$ cat src/rtl/pipeline_stall_controller_pkg.sv
`default_nettype none
// ============================================================================
//  Module      : pipe_ctrl_pkg
//  Description : Shared types and constants for the pipeline stall/flush
//                sequencer: FSM state enum, state width and the x0 register
//                index (x0 is hard-wired to zero and never creates a hazard).
//  Revision    : 1.0 - initial release
// ============================================================================
package pipe_ctrl_pkg;

    localparam int         STATE_W = 2;
    localparam logic [4:0] REG_X0  = 5'd0;

    typedef enum logic [STATE_W-1:0] {
        ST_RUN      = 2'd0,
        ST_STALL    = 2'd1,
        ST_MEM_WAIT = 2'd2
    } ctrl_state_t;

endpackage
`default_nettype wire

$ cat src/rtl/pipeline_stall_controller_load_use_compare.sv
`default_nettype none
// ============================================================================
//  Module      : load_use_compare
//  Description : Combinational load-use hazard detector. Flags a hazard when
//                the EX instruction is a load whose destination (other than
//                x0) is a source register actually read by the ID instruction.
//  Ports       : id_rs1/id_rs2       - ID source registers
//                id_uses_rs1/_rs2    - ID instruction reads rs1/rs2
//                ex_rd               - EX destination register
//                ex_mem_read         - EX instruction is a load
//                hazard              - load-use match this cycle
//  Revision    : 1.0 - initial release
// ============================================================================
module load_use_compare
    import pipe_ctrl_pkg::*;
(
    input  logic [4:0] id_rs1,
    input  logic [4:0] id_rs2,
    input  logic       id_uses_rs1,
    input  logic       id_uses_rs2,
    input  logic [4:0] ex_rd,
    input  logic       ex_mem_read,
    output logic       hazard
);

    logic w_rs1_match;
    logic w_rs2_match;

    assign w_rs1_match = id_uses_rs1 && (id_rs1 == ex_rd);
    assign w_rs2_match = id_uses_rs2 && (id_rs2 == ex_rd);

    assign hazard = ex_mem_read && (ex_rd != REG_X0) && (w_rs1_match || w_rs2_match);

endmodule
`default_nettype wire

$ cat src/rtl/pipeline_stall_controller.sv
`default_nettype none
// ============================================================================
//  Module      : pipeline_stall_controller
//  Description : Central stall/flush sequencer for a 5-stage RISC-V pipeline.
//                Merges data-memory wait states, taken-branch flushes and
//                load-use hazards (priority in that order) into per-stage
//                write-enable and bubble controls. Outputs are Mealy.
//  Ports       : clk, reset                 - clock, sync active-high reset
//                id_*/ex_rd/ex_mem_read     - load-use hazard inputs
//                ex_branch_taken            - taken branch/jump resolved in EX
//                mem_req/mem_ready          - data-memory handshake from MEM
//                pc/ifid/idex/exmem enables - pipeline register load enables
//                ifid_flush/idex_bubble/memwb_bubble - NOP/bubble controls
//                stall_count                - saturating stalled-cycle total
//                mem_timeout                - sticky long-wait flag
//                state                      - FSM state for debug
//  Revision    : 1.0 - initial release
// ============================================================================
module pipeline_stall_controller
    import pipe_ctrl_pkg::*;
#(
    parameter int LOAD_LATENCY = 1,
    parameter int MEM_TIMEOUT  = 256
) (
    input  logic        clk,
    input  logic        reset,
    input  logic [4:0]  id_rs1,
    input  logic [4:0]  id_rs2,
    input  logic        id_uses_rs1,
    input  logic        id_uses_rs2,
    input  logic [4:0]  ex_rd,
    input  logic        ex_mem_read,
    input  logic        ex_branch_taken,
    input  logic        mem_req,
    input  logic        mem_ready,
    output logic        pc_write_en,
    output logic        ifid_write_en,
    output logic        ifid_flush,
    output logic        idex_write_en,
    output logic        idex_bubble,
    output logic        exmem_write_en,
    output logic        memwb_bubble,
    output logic [15:0] stall_count,
    output logic        mem_timeout,
    output logic [STATE_W-1:0] state
);

    localparam int                WAIT_W       = $clog2(MEM_TIMEOUT + 1);
    localparam logic [WAIT_W-1:0] WAIT_MAX     = WAIT_W'(MEM_TIMEOUT);
    localparam logic [2:0]        STALL_RELOAD = 3'(LOAD_LATENCY - 1);

    ctrl_state_t       r_state;
    ctrl_state_t       w_state_next;
    ctrl_state_t       r_ret_state;
    ctrl_state_t       w_ret_next;
    ctrl_state_t       w_eff_state;
    logic [2:0]        r_cnt;
    logic [2:0]        w_cnt_next;
    logic [WAIT_W-1:0] r_wait_cnt;
    logic [WAIT_W-1:0] w_wait_next;
    logic [15:0]       r_stall_count;
    logic              r_mem_timeout;
    logic              w_hazard;
    logic              w_mem_wait;

    load_use_compare u_load_use (
        .id_rs1      (id_rs1),
        .id_rs2      (id_rs2),
        .id_uses_rs1 (id_uses_rs1),
        .id_uses_rs2 (id_uses_rs2),
        .ex_rd       (ex_rd),
        .ex_mem_read (ex_mem_read),
        .hazard      (w_hazard)
    );

    assign w_mem_wait = mem_req && !mem_ready;

    // The cycle a memory wait releases behaves exactly like the saved state,
    // including its transition, so a wait adds only the low-ready cycles.
    assign w_eff_state = (r_state == ST_MEM_WAIT) ? r_ret_state : r_state;

    // ------------------------------------------------------------------
    // Next-state and output decode
    // ------------------------------------------------------------------
    always_comb begin
        pc_write_en    = 1'b1;
        ifid_write_en  = 1'b1;
        ifid_flush     = 1'b0;
        idex_write_en  = 1'b1;
        idex_bubble    = 1'b0;
        exmem_write_en = 1'b1;
        memwb_bubble   = 1'b0;
        w_state_next   = r_state;
        w_ret_next     = r_ret_state;
        w_cnt_next     = r_cnt;

        if (w_mem_wait) begin
            // Full freeze of everything upstream of MEM/WB; the stall
            // counter is left untouched so STALL resumes where it stopped.
            pc_write_en    = 1'b0;
            ifid_write_en  = 1'b0;
            idex_write_en  = 1'b0;
            exmem_write_en = 1'b0;
            memwb_bubble   = 1'b1;
            if (r_state != ST_MEM_WAIT) begin
                w_ret_next = r_state;
            end
            w_state_next = ST_MEM_WAIT;
        end else begin
            case (w_eff_state)
                ST_STALL: begin
                    // EX holds a bubble here, so branch and hazard inputs
                    // carry no meaning and are ignored.
                    pc_write_en   = 1'b0;
                    ifid_write_en = 1'b0;
                    idex_bubble   = 1'b1;
                    if (r_cnt <= 3'd1) begin
                        w_state_next = ST_RUN;
                        w_cnt_next   = 3'd0;
                    end else begin
                        w_state_next = ST_STALL;
                        w_cnt_next   = r_cnt - 3'd1;
                    end
                end
                default: begin
                    w_state_next = ST_RUN;
                    if (ex_branch_taken) begin
                        // The PC loads the target; the two younger
                        // instructions in IF/ID and ID are squashed.
                        ifid_flush  = 1'b1;
                        idex_bubble = 1'b1;
                    end else if (w_hazard) begin
                        pc_write_en   = 1'b0;
                        ifid_write_en = 1'b0;
                        idex_bubble   = 1'b1;
                        if (LOAD_LATENCY > 1) begin
                            w_state_next = ST_STALL;
                            w_cnt_next   = STALL_RELOAD;
                        end
                    end
                end
            endcase
        end

        // Reset flushes every stage while letting all registers load.
        if (reset) begin
            pc_write_en    = 1'b1;
            ifid_write_en  = 1'b1;
            ifid_flush     = 1'b1;
            idex_write_en  = 1'b1;
            idex_bubble    = 1'b1;
            exmem_write_en = 1'b1;
            memwb_bubble   = 1'b1;
        end
    end

    // ------------------------------------------------------------------
    // State register
    // ------------------------------------------------------------------
    always_ff @(posedge clk) begin
        if (reset) begin
            r_state     <= ST_RUN;
            r_ret_state <= ST_RUN;
            r_cnt       <= 3'd0;
        end else begin
            r_state     <= w_state_next;
            r_ret_state <= w_ret_next;
            r_cnt       <= w_cnt_next;
        end
    end

    // ------------------------------------------------------------------
    // Wait-length, timeout and stall statistics
    // ------------------------------------------------------------------
    always_comb begin
        w_wait_next = '0;
        if (w_mem_wait) begin
            w_wait_next = (r_wait_cnt == WAIT_MAX) ? WAIT_MAX : (r_wait_cnt + 1'b1);
        end
    end

    always_ff @(posedge clk) begin
        if (reset) begin
            r_wait_cnt    <= '0;
            r_mem_timeout <= 1'b0;
            r_stall_count <= 16'd0;
        end else begin
            r_wait_cnt <= w_wait_next;
            if (w_mem_wait && (w_wait_next == WAIT_MAX)) begin
                r_mem_timeout <= 1'b1;
            end
            if (!pc_write_en && (r_stall_count != 16'hFFFF)) begin
                r_stall_count <= r_stall_count + 16'd1;
            end
        end
    end

    assign stall_count = r_stall_count;
    assign mem_timeout = r_mem_timeout;
    assign state       = r_state;

endmodule
`default_nettype wire

$ cat config.mk
export PLATFORM = sky130hd
export DESIGN_NAME = pipeline_stall_controller
export DESIGN_NICKNAME = d
export VERILOG_FILES = /design/src/rtl/pipeline_stall_controller_pkg.sv /design/src/rtl/pipeline_stall_controller_load_use_compare.sv /design/src/rtl/pipeline_stall_controller.sv
export SDC_FILE = /design/constraint.sdc
export NUM_CORES = 1
export LEC_CHECK = 0
export CORE_ASPECT_RATIO = 1.1
export CORE_MARGIN = 4
export CORE_UTILIZATION = 48
export CTS_BUF_LIST = sky130_fd_sc_hd__clkbuf_4 sky130_fd_sc_hd__clkbuf_8 sky130_fd_sc_hd__clkbuf_16
export DETAILED_ROUTE_END_ITERATION = 7
export PLACE_DENSITY = 0.89
export SLEW_MARGIN = 20
export SYNTH_ARGS = -nofsm -noshare
export SYNTH_HDL_FRONTEND = slang
export SYNTH_SLANG_ARGS = --single-unit
$ cat constraint.sdc
create_clock -name clk -period 3.3 [get_ports clk]
set_clock_uncertainty 0.1 [all_clocks]
set_input_delay 0.825 -clock clk [delete_from_list [all_inputs] [get_ports clk]]
set_output_delay 0.825 -clock clk [all_outputs]
set_load 0.1 [all_outputs]
==> results by stage <==
Outcome:
- The flow ran to the end, and the final reports show no timing, DRC or antenna violations.

Hold path:
- The classification of the worst-slack hold path is reg2reg.
- In this run the most critical hold path is launched from r_wait_cnt[0].

Synthesis:
- The total number of yosys warnings is 0.
- Each instance of the synthesized netlist takes up on average 8.28 µm².
- Counting flops and latches in the post-synthesis netlist gives 33.
- The primary flip-flop cell chosen by synthesis mapping is sky130_fd_sc_hd__dfxtp_1.
- In the synthesized netlist the async set-or-reset flop fraction comes to 0.
- Summing every instance area after synthesis gives 1790 µm².
- The count of flip-flops with a built-in enable after synthesis is 0.
- Counting every instance in the synthesized netlist gives between 200 and 250.
- The sequential share of the synthesized area is 0.369.
- The number of nets produced by synthesis is 244.
- The synthesized netlist contains 44 unique library cells.

Layout:
- At the end of the flow the core is filled with cells to 0.704.
- The final instance area is about 2600 µm².
- The net count reported at finish is 307.
- The antenna cell count is 0.
- In the final layout, the share of cells above drive strength 1 is 0.232.
- The layout-stage area growth over the synthesis result is 42.7%.

Critical path:
- The worst flop-to-flop path startpoint is state[0].
- For the worst setup path, the data arrival time is 2.35 ns.
- The timing startpoint of the critical path is ex_rd[3].
- The kind of critical path is in2out.
- The category of the worst setup path launch point is an input pin.
- The largest driver fanout on the critical path is 3.
- The required time at the worst-slack endpoint is 2.37 ns.
- The worst setup path is captured at an output port.

Placement:
- Port buffering added 48 buffers.
- The routability congestion estimate from global placement is slightly above 0.8.
- The post-DP HPWL is 3510 µm.
- Summing all placed instances gives a cell area of between 2000 and 2500 µm².

Global route:
- The total global-route track usage is 0.203.
- Global routing finished with a remaining overflow of 0.
- The first-pass GRT wire length is 7580 µm.
- The via count of the first global-routing pass is 1695.
- The number of antenna violations at the first check in global routing was 0.
- Entering global routing, the biggest net connects 17 pins.

Floorplan:
- The die covers around 4800 µm².
- The initial utilization of the core area, before any placement, comes to 0.493.
- The die span in x is 66.2 µm.
- The placeable core region is 3630 µm².
- The die outline height is 72.0 µm.
- In this run the count of I/O pins placed on the die edge is 49.
- The total number of placement rows is 23.

Clocking:
- In this run, post-CTS hold repair placed 0 buffers.
- Clock tree synthesis selected as its root buffer the cell sky130_fd_sc_hd__clkbuf_8.
- CTS built an H-tree with a depth of 2.
- At the later pin of the worst-skew pair, clock insertion delay measures 0.29 ns.
- The CTS clock-pin slew for the worst setup and hold paths is 0.06 ns.
- The CTS tree is built.
- The number of clock buffers added by TritonCTS is 5.
- The clock drives 33 sinks.
- The worst-case clock buffer depth is 2.

STA:
- The final count of negative-setup-slack endpoints is 0.
- The maximum frequency from static timing analysis is between 300 and 400 MHz.
- Dividing the final minimum period by the clock period gives 0.991.
- The routed design could run at a clock period as short as 3.27 ns.
- Setup repair after global routing left no endpoint under its margin.
- For the pin with the worst max-slew slack, the measured transition is 0.439 ns.
- The final count of hold timing violations is 0.
- The final sum of negative setup slack is 0 ns.
- The post-route worst hold slack is 0.365 ns.
- Headroom to the max-slew limit came out at 0.705.
- The number of slew-limit violations in the final report came to 0.

Drt:
- The routed via count divided by cell count is 5.48.
- The routed layout has ~1800 vias.
- The routed length on met1 is 1840 µm.
- Once detail routing completed, the nets flagged for antenna violations numbered 0.
- The routed length on met2 is 2530 µm.
- For this run, design rule violations remaining after detail routing come to 0.
- The number of violations reported at the end of detailed-routing iteration 0 is 64.
- The met3 routed wirelength is 279 µm.
- The aggregate routed wire length is 4690 µm.
- After detailed routing, the average wire length per cell comes to 14.2 µm.
- After detailed routing, no signal wire sits above met4.
- The first detailed-routing pass ran for 5 iterations.

Pwr:
- For this design the ratio of total power to cell area is 341 nW/µm².
- Across the VDD grid, the largest voltage drop is 317 µV.
- The leakage component of the power is 0.000982 µW.

Job:
- Max-cap violations in this run came to 0.
timing repair:
action,in CTS,in global routing
resized for setup,28,2
setup buffers,2,0
endpoints found under the setup margin,3,3
endpoints found under the hold margin,0,0
pin swaps,10,4
per-stage QoR:
stage / cells / setup slack (ns) / power (µW)
floorplan: 216 / 0.00250 / 506
CTS: 330 / 0.00123 / 876
finish: 330 / 0.0283 / 871
global placement: 320 / -0.198 / 577
detailed placement: 320 / -0.280 / 580
global route: 330 / 0.0000826 / 898
layer usage:
metal / GRT usage / up-vias
li1: - / 908
met1: 0.223 / 846
met2: 0.372 / 52
met3: 0.0542 / 4
met4: 0.0722 / 0
met5: 0 / -
cells in the final DEF, fill, tap and decap left out, types with 3 or more instances in the layout:
| master | count |
|---|---|
| sky130_fd_sc_hd__dfxtp_1 | 31 |
| sky130_fd_sc_hd__nand3_1 | 11 |
| sky130_fd_sc_hd__nand4_1 | 5 |
| sky130_fd_sc_hd__clkbuf_8 | 5 |
| sky130_fd_sc_hd__buf_4 | 34 |
| sky130_fd_sc_hd__or3_1 | 7 |
| sky130_fd_sc_hd__a21oi_1 | 15 |
| sky130_fd_sc_hd__inv_1 | 10 |
| sky130_fd_sc_hd__nand2_1 | 14 |
| sky130_fd_sc_hd__o31ai_1 | 6 |
| sky130_fd_sc_hd__dlygate4sd2_1 | 10 |
| sky130_fd_sc_hd__xnor2_1 | 5 |
| sky130_fd_sc_hd__clkdlybuf4s50_1 | 8 |
| sky130_fd_sc_hd__o21ai_0 | 8 |
| sky130_fd_sc_hd__xor2_1 | 13 |
| sky130_fd_sc_hd__nor2_1 | 22 |
| sky130_fd_sc_hd__buf_12 | 7 |
| sky130_fd_sc_hd__or4_1 | 5 |
| sky130_fd_sc_hd__nor2b_1 | 4 |
| sky130_fd_sc_hd__ha_1 | 5 |
| sky130_fd_sc_hd__a31oi_1 | 3 |
| sky130_fd_sc_hd__nor3_1 | 5 |
| sky130_fd_sc_hd__nor4_1 | 3 |
cells in the mapped netlist (3+ instances only):
library cell              number  area share
sky130_fd_sc_hd__o31ai_1       6       0.025
sky130_fd_sc_hd__a21oi_1      15       0.042
sky130_fd_sc_hd__ha_1          5       0.035
sky130_fd_sc_hd__or4_1         6       0.025
sky130_fd_sc_hd__or3_1         7       0.024
sky130_fd_sc_hd__xnor2_1       5       0.024
sky130_fd_sc_hd__nor2_1       22       0.046
sky130_fd_sc_hd__inv_1        10       0.021
sky130_fd_sc_hd__nor2b_1       4       0.014
sky130_fd_sc_hd__nor4_1        4       0.014
sky130_fd_sc_hd__dfxtp_1      33        0.37
sky130_fd_sc_hd__nand3_1      11       0.031
sky130_fd_sc_hd__nor3_1        5       0.014
sky130_fd_sc_hd__xor2_1       14       0.069
sky130_fd_sc_hd__o21ai_0       9       0.025
sky130_fd_sc_hd__nand4_1       5       0.017
sky130_fd_sc_hd__a31oi_1       3       0.010
sky130_fd_sc_hd__nand2_1      16       0.034
power by group:
part	leakage [µW]	internal, µW	switching [µW]
combinational	0.000671	66.7	97.9
sequential	0.000267	401	5.21
clock	0.0000439	145	155
total	0.000982	613	258
state kept, by name, indices dropped and copies added, names as in the netlist:
register / flops
mem_timeout: 1
r_cnt: 3
r_ret_state: 2
r_wait_cnt: 9
stall_count: 16
state: 2
kinds of logic (layout without fill, tap and decap cells):
family,after synthesis,in the layout,synth area share
compound gates,48,48,0.170
xor+xnor,19,19,0.0931
fa+ha+maj,5,5,0.0350
buf+inv,17,81,0.0455
flops,33,33,0.369
mux,3,3,0.0182
simple gates,91,91,0.269
final timing paths:
path / slack, ns / end / cells past startpoint
min: 0.36 / r_wait_cnt[0] / 1
max: 0.03 / idex_bubble / 7
min reg2reg: 0.36 / r_wait_cnt[0] / 1
max reg2reg: 0.99 / stall_count[9] / 8
worst max-delay path, cell delays in order:
cell	delay, ns
sky130_fd_sc_hd__clkdlybuf4s15_1	0.23
sky130_fd_sc_hd__or4_4	0.52
sky130_fd_sc_hd__o21ai_4	0.17
sky130_fd_sc_hd__nor2_1	0.06
sky130_fd_sc_hd__o31ai_1	0.21
sky130_fd_sc_hd__nand2_1	0.13
sky130_fd_sc_hd__buf_12	0.20
area by class of cell:
type | instances | area [µm²]
Clock buffer | 5 | 68.8
Tap cell | 50 | 62.6
Sequential cell | 33 | 663
Multi-Input combinational cell | 166 | 1110
Fill cell | 301 | 1070
Timing Repair Buffer | 63 | 593
Clock inverter | 3 | 17.5
Inverter | 10 | 37.5
(Power assumes the default switching activity.)
==> RTL edit 1, RTL diff (same flow settings) <==
Set the package constant `REG_X0` to 5'd1 (it was 5'd0).
--- a/src/rtl/pipeline_stall_controller_pkg.sv
+++ b/src/rtl/pipeline_stall_controller_pkg.sv
@@ -9,7 +9,7 @@
 package pipe_ctrl_pkg;
 
     localparam int         STATE_W = 2;
-    localparam logic [4:0] REG_X0  = 5'd0;
+    localparam logic [4:0] REG_X0  = 5'd1;
 
     typedef enum logic [STATE_W-1:0] {
         ST_RUN      = 2'd0,
Behaviour: not the same (a bounded check fails within 4 cycles, from zero or initial values and one cycle with reset high).
==> RTL edit 1 against the original RTL <==
Critical path depth did not move. Power rose by 13%. Sequential cell count did not move. Final area rose by 3.0%. Core utilization rose by 2.1 points. Via count rose by 3.3%. Wire length rose by 5.7%. First-iteration DRC count rose by 31%. Setup slack improved by 0.062 ns. Clock power rose by 36%. Area after synthesis rose by 0.21%. Largest cell class unchanged.
==> RTL edit 1: results (changes against the original RTL) <==
status completed; VDD IR max 0.3221 mV (+1.6%); R2R setup slack 0.95 ns (-0.04 ns); largest net degree at the start of global routing 23 (+6); part of the Yosys area used for sequential elements 36.87% (-0.077 points); grt met1 use 20.93% (-1.3 points); Synth Area in XOR/XNOR 9.288% (-0.019 points); cell internal pwr 725.4 µW (+18%); Post-DP HPWL 3563 µm (+1.6%); Multi-input gate area 1120 µm² (+1.0%); FILL cells 278 (-7.6%); async set or reset register ratio after synthesis 0% (unchanged); GR Layer Usage met3 6.037% (+0.62 points); slowest stage cell, crit path or4b_4; GPL Wtd Cong 0.8189 (+1.3%); Hold Path Depth 2 (+1); complex-gate fraction of the synthesized area 16.97% (-0.036 points); Worst slew margin 69.91% (-0.63 points); fraction of layout instances using a drive strength above 1 25.18% (+2.0 points); Fin Hold WS 0.3807 ns (+0.01607 ns); DRT Pass-1 Iters 5 (unchanged); mux contribution to synthesized area 1.816% (-0.0038 points); final WL 4954 µm (+5.7%); worst hold path type flip-flop to flip-flop; Static Leak 1.035 nW (+5.4%); Hold EP r_ret_state[0]$_SDFFE_PP0P_; Layout Nets 309 (+0.65%); port buffer count 48 (unchanged); 1st-iter DRT viols 84 (+31%); CP arrival 2.28 ns (-0.07 ns); # resized after CTS 26 (-7.1%); number of global-route vias before repair 1846 (+8.9%); HP Start r_ret_state[0]$_SDFFE_PP0P_; first-pass GRT wire length 7852 µm (+3.6%); mean post-synth cell area 8.295 µm² (+0.21%); Synth Area in Adders 3.492% (-0.0073 points); Area contributors post-synth dfxtp_1 (37%), xor2_1 (6.8%), nor2_1 (4.6%), a21oi_1 (4.2%), ha_1 (3.5%); met2 usage 39.91% (+2.8 points); DR vias 1869 (+3.3%); Synth cell types 46 (+4.5%); Tot GR Track Use 21.25% (+0.90 points)
RTL edit 1: how the worst max path moves through the flow:
stage,startpoint,end,slack (ns)
after floorplan,ex_rd[2],idex_bubble,0.003
after global placement,ex_rd[0],idex_bubble,-0.21
after detailed placement,ex_rd[0],idex_bubble,-0.25
after CTS,id_rs1[4],idex_bubble,0.001
after global routing,ex_rd[0],pc_write_en,-0.02
final,ex_rd[2],idex_bubble,0.09
RTL edit 1: power groups by stage:
stage | combinational (mW) | sequential, mW | clock [mW]
floorplan | 0.0762 | 0.430 | 0
global placement | 0.162 | 0.415 | 0
detailed placement | 0.165 | 0.415 | 0
CTS | 0.168 | 0.406 | 0.408
global route | 0.180 | 0.407 | 0.427
finish | 0.171 | 0.406 | 0.408
RTL edit 1: metrics by stage:
| step | cells | area [µm²] | util, % | worst slack, ns |
|---|---|---|---|---|
| after CTS | 331 | 2601 | 71.74 | 0.001209 |
| final | 332 | 2628 | 72.46 | 0.09072 |
| after global routing | 332 | 2628 | 72.46 | -0.01776 |
| after detailed placement | 321 | 2445 | 67.43 | -0.2544 |
| after global placement | 321 | 2445 | 67.43 | -0.2109 |
| after floorplan | 216 | 1822 | - | 0.002778 |
RTL edit 1: metal layers:
layer	wire length [µm]	vias up
met5	0	-
met2	2663	71
li1	-	910
met1	1814	875
met4	103	0
met3	373	13
RTL edit 1: final cells by class:
type                            count  area share [%]
Timing Repair Buffer               65           23.76
Multi-Input combinational cell    166           42.62
Clock inverter                      1           1.143
Tap cell                           50           2.381
Clock buffer                        7           3.429
Inverter                           10           1.429
Sequential cell                    33           25.24
RTL edit 1: tightest hold or removal path: stages, from the launching register on:
cell and delay (ns):
dfxtp_1 0.31, o21ai_0 0.06, a21oi_1 0.06
==> RTL edit 2, RTL diff (config.mk and constraints unchanged) <==
Made on the original files. Make the reset (`reset`) asynchronous in 2 clocked blocks. Comments in the files are not updated.
--- a/src/rtl/pipeline_stall_controller.sv
+++ b/src/rtl/pipeline_stall_controller.sv
@@ -157,7 +157,7 @@
     // ------------------------------------------------------------------
     // State register
     // ------------------------------------------------------------------
-    always_ff @(posedge clk) begin
+    always_ff @(posedge clk or posedge reset) begin
         if (reset) begin
             r_state     <= ST_RUN;
             r_ret_state <= ST_RUN;
@@ -179,7 +179,7 @@
         end
     end
 
-    always_ff @(posedge clk) begin
+    always_ff @(posedge clk or posedge reset) begin
         if (reset) begin
             r_wait_cnt    <= '0;
             r_mem_timeout <= 1'b0;
Behaviour: differs if reset is asserted again (counterexample within 4 cycles, from zero or initial values and one cycle with reset high); with reset held inactive, the same outputs for 10 cycles.
==> RTL edit 2 against the original RTL <==
Maximum frequency rose by 1.4%. Register-to-register slack worse by 0.02 ns. Setup slack improved by 0.045 ns. Area after synthesis up 2.9%. Final area shrank 0.74%. Die area grew 2.6%. Wire length decreased by 8.0%. Sequential cell count did not move. Critical endpoint is now pc_write_en. Largest cell class unchanged.
Power is not compared: it rests on default switching activity, and its combinational part moved more than twofold at a synthesized area within 25%.
==> RTL edit 2: results (changes against the original RTL) <==
reg2reg end stall_count[12]$_DFFE_PP0P_; Synth cell types 36 (-18%); CP arrival 2.30 ns (-0.05 ns); clk buf depth 2 (unchanged); Fin Hold WS 0.3603 ns (-0.004311 ns); Layout Nets 281 (-8.5%); Area contributors post-synth dfrtp_1 (45%), xnor2_1 (9.5%), xor2_1 (6.2%), nor2_1 (4.1%), ha_1 (3.4%); part of the Yosys area used for sequential elements 44.87% (+7.9 points); Tot GR Track Use 19.67% (-0.67 points); root buf cell clkbuf_8; Setup crit end pc_write_en; async set or reset register ratio after synthesis 100.0% (+100 points); 1st-iter DRT viols 116 (+81%); cell area after placement 2445 µm² (+0.46%); commonest non-fill, non-tap cell in the layout dfrtp_1; Vias/cell 5.345 (-2.5%); Post-synth top cells dfrtp_1 (33), nor2_1 (20), xnor2_1 (20); fraction of layout instances using a drive strength above 1 20.47% (-2.7 points); HP Start mem_timeout$_DFFE_PP0P_; Post-Syn Nets 225 (-7.8%); first-pass GRT wire length 7251 µm (-4.3%); DRT Pass-1 Iters 4 (-1); R2R setup slack 0.97 ns (-0.02 ns); GPL Wtd Cong 0.8303 (+2.7%); Hold EP mem_timeout$_DFFE_PP0P_; worst r2r path cells 7 (-1); Final WS setup 0.07343 ns (+0.04512 ns); Post-DP HPWL 3266 µm (-6.9%); mean post-synth cell area 9.343 µm² (+13%); number of global-route vias before repair 1585 (-6.5%); mean routed wirelength per cell 14.19 µm (-0.11%); worst r2r src state[0]$_DFF_PP0_; Hold Path Depth 1 (unchanged); status completed; largest net degree at the start of global routing 34 (+17); final WL 4315 µm (-8.0%); CP Max Fanout 3 (unchanged); pre-CTS WS -0.1380 ns (+0.1422 ns); Worst slew margin 59.12% (-11 points); Clock Latency Late Sink 0.29 ns (about the same)
==> RTL edit 2: area by class of cell <==
class	instances	area, µm²
fill	295	1151
multi-input combinational	142	932.1
sequential	33	825.8
timing repair buffer	58	573.1
clock buffer	6	76.32
tap	50	62.56
inverter	13	52.55
clock inverter	2	10.01
==> RTL edit 2: layer usage <==
layer,up-vias,global-route usage (%),share of wire [%]
met4,0,9.459,2.2
met1,780,22.29,37
li1,782,-,-
met2,55,32.97,53
met5,-,0,0
met3,8,6.471,7.6
==> RTL edit 2: critical path: stages <==
cell           delay, ns
dlygate4sd2_1       0.24
or4_1               0.53
o21a_1              0.24
a31oi_4             0.24
buf_12              0.21
==> RTL edit 2: cell families (layout without fill, tap and decap cells) <==
group / Yosys count / count (layout) / share of synthesized area (%)
AND/OR/NAND/NOR: 79 / 79 / 21.14
XOR/XNOR: 33 / 33 / 15.70
multiplexers: 2 / 2 / 1.224
buffers and inverters: 22 / 79 / 5.165
flip-flops: 33 / 33 / 44.87
adder cells (fa/ha/maj): 5 / 5 / 3.399
AO/OA/AOI/OAI: 23 / 23 / 8.499
==> RTL edit 2: power by group <==
group	total (mW)	internal (mW)	leakage (nW)	switching [mW]
Sequential	0.522	0.455	0.423	0.0670
Clock	0.300	0.154	0.0484	0.146
Combinational	0.666	0.164	0.648	0.502
==> RTL edit 2: what timing repair did <==
item | in CTS | in global routing
endpoints found under the setup margin | 3 | 3
resized for setup | 4 | 1
buffers inserted | 0 | 0
hold buffers | 0 | 0
cloned | 0 | 0
hold endpoints to repair | 0 | 0
pin swaps | 3 | 0
